==> src/rtl/package_settings.sv <==
// package_settings: system-wide data-path widths shared by the front-end blocks
package package_settings;
    localparam int SIZE_ADC_DATA = 12;
endpackage

==> src/rtl/parameter_pulse_gen.sv <==
// parameter_pulse_gen: shared types and defaults for the synthetic ADC pulse source
package parameter_pulse_gen;
    import package_settings::*;

    typedef enum logic {IDLE, RUN} pg_state_t;

    localparam int DECAY_SHIFT_DEFAULT = 6;
    localparam int FRAC_BITS_DEFAULT   = 8;
    localparam int ACC_W               = SIZE_ADC_DATA + FRAC_BITS_DEFAULT + 1;

    function automatic int acc_width(input int frac_bits);
        return SIZE_ADC_DATA + frac_bits + 1;
    endfunction
endpackage

==> src/rtl/pulse_gen_decay.sv <==
// pulse_gen_decay: exponential-decay accumulator with step injection, clamp and sticky overflow
module pulse_gen_decay
    import package_settings::*;
#(
    parameter int DECAY_SHIFT = 6,
    parameter int FRAC_BITS   = 8,
    parameter int ACC_W       = SIZE_ADC_DATA + FRAC_BITS + 1
) (
    input  logic                     clk,
    input  logic                     reset,
    input  logic                     inj,
    input  logic [SIZE_ADC_DATA-1:0] amplitude,
    output logic [ACC_W-1:0]         acc,
    output logic                     overflow
);
    logic [ACC_W-1:0] acc_q, acc_d, shr, dec;
    logic [ACC_W:0]   sum;
    logic             ovf_q, ovf_d;

    // The sub-LSB tail would stall at acc>>DECAY_SHIFT == 0; force a unit decrement so acc reaches 0
    always_comb begin
        shr   = acc_q >> DECAY_SHIFT;
        dec   = (shr == '0 && acc_q != '0) ? ACC_W'(1) : shr;
        sum   = {1'b0, acc_q - dec} + (inj ? (ACC_W + 1)'(amplitude) << FRAC_BITS : '0);
        acc_d = sum[ACC_W] ? '1 : sum[ACC_W-1:0];
        ovf_d = ovf_q | sum[ACC_W];
    end

    always_ff @(posedge clk or posedge reset) begin
        if (reset) begin
            acc_q <= '0;
            ovf_q <= 1'b0;
        end else begin
            acc_q <= acc_d;
            ovf_q <= ovf_d;
        end
    end

    assign acc      = acc_q;
    assign overflow = ovf_q;
endmodule

==> src/rtl/adc_pulse_gen.sv <==
// adc_pulse_gen: synthetic ADC sample source - baseline plus periodic/single decaying pulses
// Holds the run FSM, period counter and output saturation; the accumulator lives in pulse_gen_decay.
module adc_pulse_gen
    import package_settings::*;
    import parameter_pulse_gen::*;
#(
    parameter int DECAY_SHIFT = DECAY_SHIFT_DEFAULT,
    parameter int FRAC_BITS   = FRAC_BITS_DEFAULT,
    parameter int PERIOD_W    = 16
) (
    input  logic                     clk,
    input  logic                     reset,
    input  logic                     enable,
    input  logic                     single,
    input  logic [SIZE_ADC_DATA-1:0] amplitude,
    input  logic [SIZE_ADC_DATA-1:0] baseline,
    input  logic [PERIOD_W-1:0]      period,
    output logic [SIZE_ADC_DATA-1:0] output_data,
    output logic                     pulse_start,
    output logic                     busy,
    output logic                     overflow
);
    localparam int AW = acc_width(FRAC_BITS);
    localparam int SW = SIZE_ADC_DATA + 2;

    pg_state_t                state_q, state_d;
    logic [PERIOD_W-1:0]      cnt_q, cnt_d;
    logic [SIZE_ADC_DATA-1:0] out_q, out_d;
    logic                     ps_q, busy_q, busy_d, ovf_q, ovf_d;
    logic                     inj_p, inj, acc_ovf, sat;
    logic [AW-1:0]            acc;
    logic [SW-1:0]            sum;

    always_comb begin
        state_d = state_q;
        cnt_d   = cnt_q;
        inj_p   = 1'b0;
        if (state_q == IDLE) begin
            if (enable) begin
                state_d = RUN;
                if (period != '0) begin
                    inj_p = 1'b1;
                    cnt_d = period - PERIOD_W'(1);
                end
            end
        end else if (!enable) begin
            state_d = IDLE;
        end else if (period != '0) begin
            inj_p = cnt_q == '0;
            cnt_d = inj_p ? period - PERIOD_W'(1) : cnt_q - PERIOD_W'(1);
        end
        inj    = inj_p | single;
        sum    = SW'(baseline) + SW'(acc >> FRAC_BITS);
        sat    = sum[SW-1:SIZE_ADC_DATA] != '0;
        out_d  = sat ? '1 : sum[SIZE_ADC_DATA-1:0];
        busy_d = state_q == RUN || acc != '0;
        ovf_d  = ovf_q | acc_ovf | sat;
    end

    always_ff @(posedge clk or posedge reset) begin
        if (reset) begin
            state_q <= IDLE;
            cnt_q   <= '0;
            out_q   <= '0;
            ps_q    <= 1'b0;
            busy_q  <= 1'b0;
            ovf_q   <= 1'b0;
        end else begin
            state_q <= state_d;
            cnt_q   <= cnt_d;
            out_q   <= out_d;
            ps_q    <= inj;
            busy_q  <= busy_d;
            ovf_q   <= ovf_d;
        end
    end

    pulse_gen_decay #(
        .DECAY_SHIFT(DECAY_SHIFT),
        .FRAC_BITS  (FRAC_BITS),
        .ACC_W      (AW)
    ) u_decay (
        .clk      (clk),
        .reset    (reset),
        .inj      (inj),
        .amplitude(amplitude),
        .acc      (acc),
        .overflow (acc_ovf)
    );

    assign output_data = out_q;
    assign pulse_start = ps_q;
    assign busy        = busy_q;
    assign overflow    = ovf_q;
endmodule
==> config.mk <==
export PLATFORM = sky130hd
export DESIGN_NAME = adc_pulse_gen
export DESIGN_NICKNAME = d
export VERILOG_FILES = /design/src/rtl/package_settings.sv /design/src/rtl/parameter_pulse_gen.sv /design/src/rtl/pulse_gen_decay.sv /design/src/rtl/adc_pulse_gen.sv
export SDC_FILE = /design/constraint.sdc
export NUM_CORES = 1
export LEC_CHECK = 0
export CAP_MARGIN = 20
export CORE_MARGIN = 2
export CORE_UTILIZATION = 55
export CTS_BUF_LIST = sky130_fd_sc_hd__clkbuf_8
export DETAILED_ROUTE_END_ITERATION = 8
export GPL_TIMING_DRIVEN = 0
export PLACE_DENSITY = 0.9
export SLEW_MARGIN = 20
export SYNTH_ARGS = -nofsm -noshare
export SYNTH_HDL_FRONTEND = slang
export SYNTH_HIERARCHICAL = 1
export SYNTH_SLANG_ARGS = --single-unit
export TNS_END_PERCENT = 100
==> constraint.sdc <==
create_clock -name clk -period 6.4 [get_ports clk]
set_input_delay 1.28 -clock clk [delete_from_list [all_inputs] [get_ports clk]]
set_output_delay 1.28 -clock clk [all_outputs]
set_load 0.01 [all_outputs]
==> results.json, run 1 <==
{
  "syn_to_final_growth_pct": 17.33,
  "grt_use_total": 0.2779,
  "die_x_um": 95.73,
  "crit_required_ns": 6.67,
  "post_cts_buffers": 0,
  "p_leak_uw": 0.002267,
  "power.switching_uw": 1469,
  "hold_buffers": 0,
  "grt-ovfl-total": 0,
  "crit_fanout": 10,
  "relSlewSlack": 0.4052,
  "synth_area_leaders": "dfrtp_1 29%, ha_1 12%, nand2_1 5.1%",
  "portBuffers": 58,
  "synth-edff-count": 0,
  "yosys_warnings": 6,
  "worst_path_max_delay_cell": "nor3_1",
  "ir_worst_vdd_v": 0.0005417,
  "setup_tns_ns": 0,
  "min_path_type": "flip-flop to flip-flop",
  "period_minus_slack_ns": 5.638,
  "antenna_left": 0,
  "cts.sinks": 54,
  "root_buffer": "clkbuf_8",
  "worstMarginPinSlew_ns": 0.8912,
  "register_area_um2": 1351,
  "grt_pass1_vias": 4285,
  "syn_inst": 545,
  "start_kind": "input port",
  "routabilityCongestion": 0.9669,
  "ctsResizeCount": 0,
  "setup_ws_ns": 0.7622,
  "rows": 33,
  "fillers": 664,
  "drive_above_1_share": 0.06219,
  "post-place-ws_ns": 0.5337,
  "num_antenna_cells": 0,
  "clock_skew_ns": 0.01575,
  "ys_types": 72,
  "finalSetupViolations": 0,
  "seq_area_frac_synth": 0.2920,
  "crit_chain": "clkdlybuf4s50_1 > nor3_1 > nand2_1 > o21a_1 > nand2_1 > nand2b_1 > clkbuf_1 > and2_1 > ha_1 > a21oi_1 > a211oi_1 > o21ai_0 > a21boi_0 > o22ai_2 > buf_6 > buf_6 > nand2_1",
  "maxSlewViolCount": 0,
  "hold_ws_ns": 0.5164,
  "synth_nets": 636,
  "internal_power_uw": 1454,
  "clk_path_buf_depth": 2,
  "ioPinCount": 59,
  "wl_per_cell_um": 17.34,
  "multi_input_area_um2": 3068,
  "power_uw": 2923,
  "grt_pass1_wl_um": 19980,
  "vias_per_cell": 6.278,
  "synth_area_per_cell_um2": 8.492,
  "endpoint_kind": "flip-flop",
  "p_comb_frac": 0.734,
  "start_util": 0.5661,
  "path_buf_inv": 4,
  "dp_hpwl_um": 9607,
  "drt_iter0_markers": 260,
  "fin_nets": 701,
  "vias": 4495,
  "cts_buffers": 5,
  "yosys.area.top_type": "dfrtp_1",
  "sw_frac_of_total": 0.5025,
  "dpl.cell_count": 708,
  "p_seq_frac": 0.196,
  "maxCapViolations": 0,
  "clockPowerShare": 0.069,
  "grt_max_degree": 33,
  "synth_top_area_frac": 0.2920,
  "slowest_delay_ns": 0.58,
  "status": "finished clean",
  "clk_pin_slew_ns": 0.11,
  "max_clock_freq_mhz": 177.4,
  "worstPathArrival_ns": 5.90,
  "die_y_um": 95.73,
  "final.period_utilization": 0.8809,
  "async_reset_ff_frac": 1.000,
  "cp_common_cell": "nand2_1",
  "wl_um": 12420,
  "synthFlopType": "dfrtp_1",
  "coreArea_um2": 8175,
  "clk_latency_ns": 0.32,
  "cts_tree": "built",
  "dr.pass1.iters": 5,
  "power_density_nw_per_um2": 538.2,
  "synth_seq_cells": 54,
  "rsz0062_at_grt": "no",
  "die_area_um2": 9164,
  "reg2reg_slack_ns": 1.23,
  "crit_family": "simple AND/OR/NAND/NOR gates",
  "final_cells": 716,
  "netlist_area_um2": 4628,
  "hold_viol_final": 0,
  "crit_type": "input port to flip-flop",
  "htreeDepth": 2,
  "drc": 0,
  "antenna_found_initial": 0
}
-- cell families after synthesis --
logic type / Yosys count / share of synthesized area
and+or+nand+nor: 212 / 0.2409
AOI/OAI and AO/OA: 141 / 0.2025
DFF: 54 / 0.2920
adders and majority gates: 47 / 0.1319
xor gates and xnor gates: 45 / 0.08516
buffers and inverters: 45 / 0.04515
muxes: 1 / 0.002433
-- worst reg2reg max path, delay by kind of cell, from the launching register on --
family,cells,cell delay (ns)
AOI/OAI and AO/OA,10,2.55
adders and majority gates,3,0.96
and+or+nand+nor,5,0.86
DFF,1,0.43
buffers and inverters,2,0.32
-- final cells by class --
class,count,share of cell area
Multi-Input combinational cell,446,0.5650
Timing Repair Buffer,58,0.1069
Clock buffer,5,0.01267
Clock inverter,3,0.003917
Buffer,12,0.01567
Inverter,33,0.02281
Tap cell,105,0.02419
Sequential cell,54,0.2488
-- worst paths after layout --
kind | start | end | cells after the start
max | period[4] | u_decay/acc[11]$_DFF_PP0_ | 17
min in group asynchronous | reset | cnt_q[11]$_DFFE_PP0P_ | 2
max in group asynchronous | reset | u_decay/acc[7]$_DFF_PP0_ | 2
max reg2reg | u_decay/acc[3]$_DFF_PP0_ | u_decay/acc[11]$_DFF_PP0_ | 20
min reg2reg | u_decay/overflow$_DFF_PP0_ | overflow$_DFF_PP0_ | 2
min | u_decay/overflow$_DFF_PP0_ | overflow$_DFF_PP0_ | 2
-- sequential cells by signal, indices dropped and copies added (netlist names) --
| signal | flops |
|---|---|
| busy | 1 |
| output_data | 12 |
| u_decay/acc | 21 |
| pulse_start | 1 |
| overflow | 1 |
| state_q | 1 |
| u_decay/overflow | 1 |
| cnt_q | 16 |
-- placed cells by master, fill, tap and decap left out, types with 18 or more instances in the layout --
master,Yosys,routed
nor3_1,18,18
nand2_1,63,63
dfrtp_1,54,54
inv_1,33,32
nand3_1,18,18
o21ai_0,27,27
xor2_1,25,25
nor2_1,35,35
ha_1,44,44
xnor2_1,20,20
clkdlybuf4s50_1,0,58
a21oi_1,39,39
-- synth_stat cells, types with 3 or more instances --
cell,n
inv_1,33
xnor2_1,20
a221o_1,3
a31oi_1,5
ha_1,44
o21ai_1,3
o21a_1,5
and2_1,17
o22ai_1,3
o221ai_1,3
nand4b_1,3
nor4_1,12
o31ai_1,4
or4_1,3
fa_1,3
nor2b_1,5
nand2_1,63
nor2_1,35
dfrtp_1,54
xor2_1,25
a211oi_1,4
nand3_1,18
nor3_1,18
nand4_1,7
a21boi_0,4
or2_2,3
clkbuf_1,4
a2111oi_0,3
buf_6,3
a21o_1,11
o21ai_0,27
nand2b_1,9
a21oi_1,39
-- power groups by stage --
| stage | clock [uW] | sequential, uW | combinational (uW) |
|---|---|---|---|
| finish | 203 | 574 | 2150 |
| global route | 219 | 584 | 2370 |
| CTS | 205 | 569 | 2100 |
| detailed placement | 0 | 576 | 2080 |
| global placement | 0 | 569 | 1970 |
| floorplan | 0 | 545 | 1630 |
-- metal layers --
metal,vias to the layer above,track usage,part of all wire,routed length [um]
met5,-,0,0,0
met4,0,0.1048,0.028,344
met3,33,0.03367,0.063,782
met2,220,0.4907,0.50,6212
met1,2152,0.3471,0.41,5078
li1,2090,-,-,-
-- through the flow --
stage | instance area, um^2 | util
6_report | 5430 | 0.6642
5_1_grt | 5430 | 0.6642
4_1_cts | 5430 | 0.6642
3_5_place_dp | 5340 | 0.6532
3_3_place_gp | 5340 | 0.6532
2_1_floorplan | 4628 | -
No activity file was read; power rests on OpenSTA's default activity.
==> run 2: changes to the inputs <==
==> constraint.sdc (replaced) <==
create_clock -name clk -period 6.4 [get_ports clk]
set_input_delay 1.28 -clock clk [delete_from_list [all_inputs] [get_ports clk]]
set_output_delay 1.28 -clock clk [all_outputs]
set_load 0.05 [all_outputs]
==> results of run 2 <==
Same layout as run 1 (identical final DEF). Status: finished clean.
Among the figures that moved: total power 2923 uW -> 2981 uW; worst IR drop on VDD 0.0005417 V -> 0.0005421 V
==> run 3: changes to the inputs <==
CTS_CLUSTER_SIZE = 14   (was not set)
==> results of run 3 <==
Same layout as run 1 (identical final DEF). Status: finished clean.
Among the figures that moved: total power 2923 uW -> 2981 uW; worst IR drop on VDD 0.0005417 V -> 0.0005421 V
==> RTL change 1, RTL diff (settings of run 3) <==
Set the package constant `FRAC_BITS_DEFAULT` to 9 (it was 8).
--- a/src/rtl/parameter_pulse_gen.sv
+++ b/src/rtl/parameter_pulse_gen.sv
@@ -7,3 +7,3 @@
     localparam int DECAY_SHIFT_DEFAULT = 6;
-    localparam int FRAC_BITS_DEFAULT   = 8;
+    localparam int FRAC_BITS_DEFAULT   = 9;
     localparam int ACC_W               = SIZE_ADC_DATA + FRAC_BITS_DEFAULT + 1;
Function: changed (a bounded check fails within 10 cycles, from zero or initial values and one cycle with reset high).
==> RTL change 1 against run 3 <==
- maximum frequency shrank 3.4%
- sequential share of layout area grew 0.33 points
- clock power shrank 2%
- wire length shrank 5.6%
- global-route usage shrank 2.1 points
- power shrank 1.4%
- design area grew 0.53%
- count of clock-buffer cells in the layout is the same
- critical endpoint is now u_decay/acc[8]
- sequential cell count grew 1
- setup slack lost 0.20 ns
- synthesized area grew 0.59%
- hold slack lost 0.047 ns
==> RTL change 1: results (changes against run 3) <==
Status:
- The run finished with clean final reports.

Critical path:
- The slack of the worst reg-to-reg path came to 0.95 ns (-0.28 ns).
- The path depth of the worst reg2reg path is 23 (+15%).
- The data arrival time of the critical path came to 6.03 ns (+0.13 ns).

Global routing:
- The met1 track demand over resource is 0.3206 (-0.02652).
- The global routing usage on met2 is 0.4618 (-0.02887).
- The wire length of the first global-routing pass is 18,730 um (-6.3%).

Final layout:
- The count of multi-input combinational gates is 439 (-1.6%).
- The sequential cell count came to 55 (+1.9%).
- The area occupied by multi-input gates is 3070 um2 (about the same).
- The final-layout clock-cell area share was 0.01673 (+0.0001417).
- The area taken by flip-flops and latches is 1376 um2 (+1.9%).
- The inverter count came to 32 (-3.0%).

Synthesis:
- The area share of xor/xnor cells in the synthesized design is 0.08062 (-0.004535).
- The multiplexer area fraction after synthesis is 0.002419 (-0.00001439).
- The cell count after synthesis is 539 (-1.1%).
- Counting instances in the post-synthesis netlist gives the leading cell types as sky130_fd_sc_hd__dfrtp_1, sky130_fd_sc_hd__nand2_1, sky130_fd_sc_hd__ha_1.
- The share of the synthesized area in compound gates (AO/OA/AOI/OAI) was 0.2214 (+0.01896).

STA:
- The post-route clock skew was 0.01091 ns (-0.004841 ns).
- The worst hold margin is 0.4695 ns (-0.04691 ns).
- The remaining max-slew budget at the tightest pin is 0.4064 (+0.001189).

Power and ir drop:
- The leakage power figure is 0.002301 uW (+1.5%).

Routing:
- The number of DRC markers after the initial detailed-route iteration came to 205 (-21%).
- The via count is 4,423 (-1.6%).
- The length of routed wiring on met1 is 4964 um (-2.2%).

Placed design:
- The final weighted congestion of routability-driven global placement came to 0.9602 (-0.69%).
- The instance area after placement is 5368 um2 (+0.52%).
==> RTL change 1: changes by cell type after synthesis, moves of 3 or more <==
cell,change
sky130_fd_sc_hd__o31a_1,+3
sky130_fd_sc_hd__o211ai_1,+3
sky130_fd_sc_hd__nor4_1,+4
sky130_fd_sc_hd__o21ai_1,+3
sky130_fd_sc_hd__nor2_1,-3
sky130_fd_sc_hd__nand2b_1,+4
sky130_fd_sc_hd__nand2_1,-15
sky130_fd_sc_hd__xor2_1,-4
sky130_fd_sc_hd__or4_4,+3
sky130_fd_sc_hd__nand4_1,-3
sky130_fd_sc_hd__nand3_1,-6
sky130_fd_sc_hd__o21a_1,+6
sky130_fd_sc_hd__o21ai_0,+12
==> RTL change 1: where the power goes <==
part	internal, uW	leakage, uW	switching (uW)
Combinational	930	0.00167	1220
Sequential	466	0.000585	125
Clock	78.7	0.0000485	119
Total	1470	0.00230	1460
==> RTL change 2, RTL diff (settings of run 3) <==
Without the edit above. Reset style: synchronous (`reset`), changed in 2 clocked blocks.
--- a/src/rtl/pulse_gen_decay.sv
+++ b/src/rtl/pulse_gen_decay.sv
@@ -28,3 +28,3 @@
 
-    always_ff @(posedge clk or posedge reset) begin
+    always_ff @(posedge clk) begin
         if (reset) begin
--- a/src/rtl/adc_pulse_gen.sv
+++ b/src/rtl/adc_pulse_gen.sv
@@ -59,3 +59,3 @@
 
-    always_ff @(posedge clk or posedge reset) begin
+    always_ff @(posedge clk) begin
         if (reset) begin
Behaviour: differs if reset is asserted again (counterexample within 4 cycles, from zero or initial values and one cycle with reset high); with reset held inactive, the same outputs for 4 cycles.
==> RTL change 2 against run 3 <==
- setup slack improved by 0.19 ns
- final cell count increased by 5.9%
- largest power group unchanged
- wire length about the same
- sequential cell count unchanged
- synthesized cell count increased by 7.7%
- power increased by 16%
- die area increased by 2.4%
- design area increased by 3.1%
- critical endpoint is now u_decay/acc[20]
- global-route usage decreased by 2.0 points
- largest cell class unchanged
- synthesized area increased by 2.5%
- register-to-register slack improved by 0.42 ns
- clock skew decreased by 0.0020 ns
==> RTL change 2: results (changes against run 3) <==
Hold path:
- The end point of the worst hold path is cnt_q[11].
- The hold path startpoint is cnt_q[11].

STA:
- The remaining max-slew budget at the tightest pin is 0.5527 (+0.1475).
- The post-route fraction of the period consumed by the critical path came to 0.8506 (-0.03033).

Final layout:
- The filler cell count is 650 (-2.1%).
- The fraction of layout instances using a drive strength above 1 is 0.09801 (+0.03582).
- The area taken by flip-flops and latches is 1081 um2 (-20%).
- The count of multi-input combinational gates is 479 (+7.4%).
- The number of nets in the layout is 743 (+6.0%).
- The count of placed standard cells in the final layout, fillers left out is 758 (+5.9%).
- The number of non-clock buffers was 77 (+10%).
- The final-layout clock-cell area share was 0.02549 (+0.008896).
- The total of clock buffers placed in the layout is 6 (+1).
- The inverter count is 35 (+6.1%).
- The portion of the layout cell area used by non-clock buffers is 0.1263 (+0.003733).
- The share of cell area taken by multi-input logic gates is 0.6081 (+0.04312).

Synthesis:
- The part of the Yosys area used for sequential elements is 0.2280 (-0.06400).
- By count the netlist is led by sky130_fd_sc_hd__a21oi_1, sky130_fd_sc_hd__dfxtp_1, sky130_fd_sc_hd__ha_1.
- The most used flip-flop cell after synthesis is sky130_fd_sc_hd__dfxtp_1.
- The fraction of synthesis flops using an asynchronous set or reset pin came to 0 (-1.000).
- The number of distinct library cell variants in the gate-level netlist after synthesis is 78 (+8.3%).
- The post-synth net total came to 678 (+6.6%).
- Sorting the synthesized cells by area gives the leading types as sky130_fd_sc_hd__dfxtp_1, sky130_fd_sc_hd__ha_1, sky130_fd_sc_hd__a21oi_1.
- The synthesized area divided by synthesized cell count is 8.078 um2 (-4.9%).

Routing:
- The total length of routed wires is 12,430 um (about the same).
- The per-cell via count in the routed design came to 6.260 (-0.29%).

Critical path:
- The most critical setup path has its endpoint at u_decay/acc[20].
- The highest cell delay on the worst timing path is 0.51 ns (-0.07 ns).
- The family with the most delay on the worst path is compound AO/OA/AOI/OAI gates.
- The data arrival time of the critical path was 5.67 ns (-0.23 ns).
- Among all stages on the critical path, the largest delay is contributed by sky130_fd_sc_hd__nor4_4.
- The slack of the worst reg-to-reg path came to 1.65 ns (+0.42 ns).
- In this run the critical register-to-register path is captured at u_decay/acc[0].
- In this run the critical register-to-register path is launched from u_decay/acc[17].

Status:
- The run finished with clean final reports.

Placed design:
- The final weighted congestion of routability-driven global placement is 0.9916 (+2.6%).
- The post-DP HPWL is 9605 um (about the same).
- The number of cells after detailed placement was 750 (+5.9%).
- The worst slack at placement is 0.6792 ns (+0.1455 ns).
- The instance area after placement is 5454 um2 (+2.1%).

Power and ir drop:
- The worst vdd rail ir drop is 0.5575 mV (+2.8%).
- The switching power share of the total came to 0.4954 (-0.01694).
- The part of the power in the clock network is 0.082 (+0.014).
- The leakage power figure is 0.002244 uW (-1.0%).
- The sequential group power was 576 uW (about the same).

Global routing:
- The via count of the first global-routing pass is 4,667 (+8.9%).
- The maximum number of pins on one net before global-route repair is 17 (-48%).
- The overall global routing resource usage is 0.2583 (-0.01958).

Floorplan:
- The standard cell core area came to 8299 um2 (+1.5%).
[RTL change 2: cell types whose count changed after synthesis, moves of 5 or more]
cell / run 3 / this run
sky130_fd_sc_hd__nor2_1: 35 / 42
sky130_fd_sc_hd__nand2_1: 63 / 39
sky130_fd_sc_hd__nor3_1: 18 / 11
sky130_fd_sc_hd__a21oi_2: 2 / 10
sky130_fd_sc_hd__dfxtp_1: 0 / 54
sky130_fd_sc_hd__xor2_1: 25 / 16
sky130_fd_sc_hd__dfrtp_1: 54 / 0
sky130_fd_sc_hd__and2_1: 17 / 12
sky130_fd_sc_hd__o21ai_0: 27 / 40
sky130_fd_sc_hd__a21oi_1: 39 / 71
sky130_fd_sc_hd__o211ai_1: 2 / 7
[RTL change 2: kinds of logic (layout without fill, tap and decap cells)]
logic type | count (synthesis) | after routing | synth area share
AO/OA/AOI/OAI | 204 | 204 | 0.2918
AND/OR/NAND/NOR | 186 | 186 | 0.2174
flip-flops | 54 | 54 | 0.2280
buffers and inverters | 54 | 120 | 0.05436
adder cells (fa/ha/maj) | 47 | 47 | 0.1288
XOR/XNOR | 40 | 40 | 0.07546
multiplexers | 2 | 2 | 0.004222
[RTL change 2: per-stage QoR]
step	utilization	power, uW	hold slack [ns]
CTS	0.6744	3416	0.4697
finish	0.6744	3460	0.4699
global placement	0.6572	3015	0.4436
detailed placement	0.6572	3112	0.4554
global route	0.6744	3746	0.4952
floorplan	-	2589	0.4319
[RTL change 2: metal layers]
layer | track usage | routed length, um | vias to the layer above
met4 | 0.1138 | 404 | 0
met3 | 0.04335 | 869 | 39
li1 | - | - | 2274
met1 | 0.3055 | 5100 | 2210
met5 | 0 | 0 | -
met2 | 0.4573 | 6053 | 222
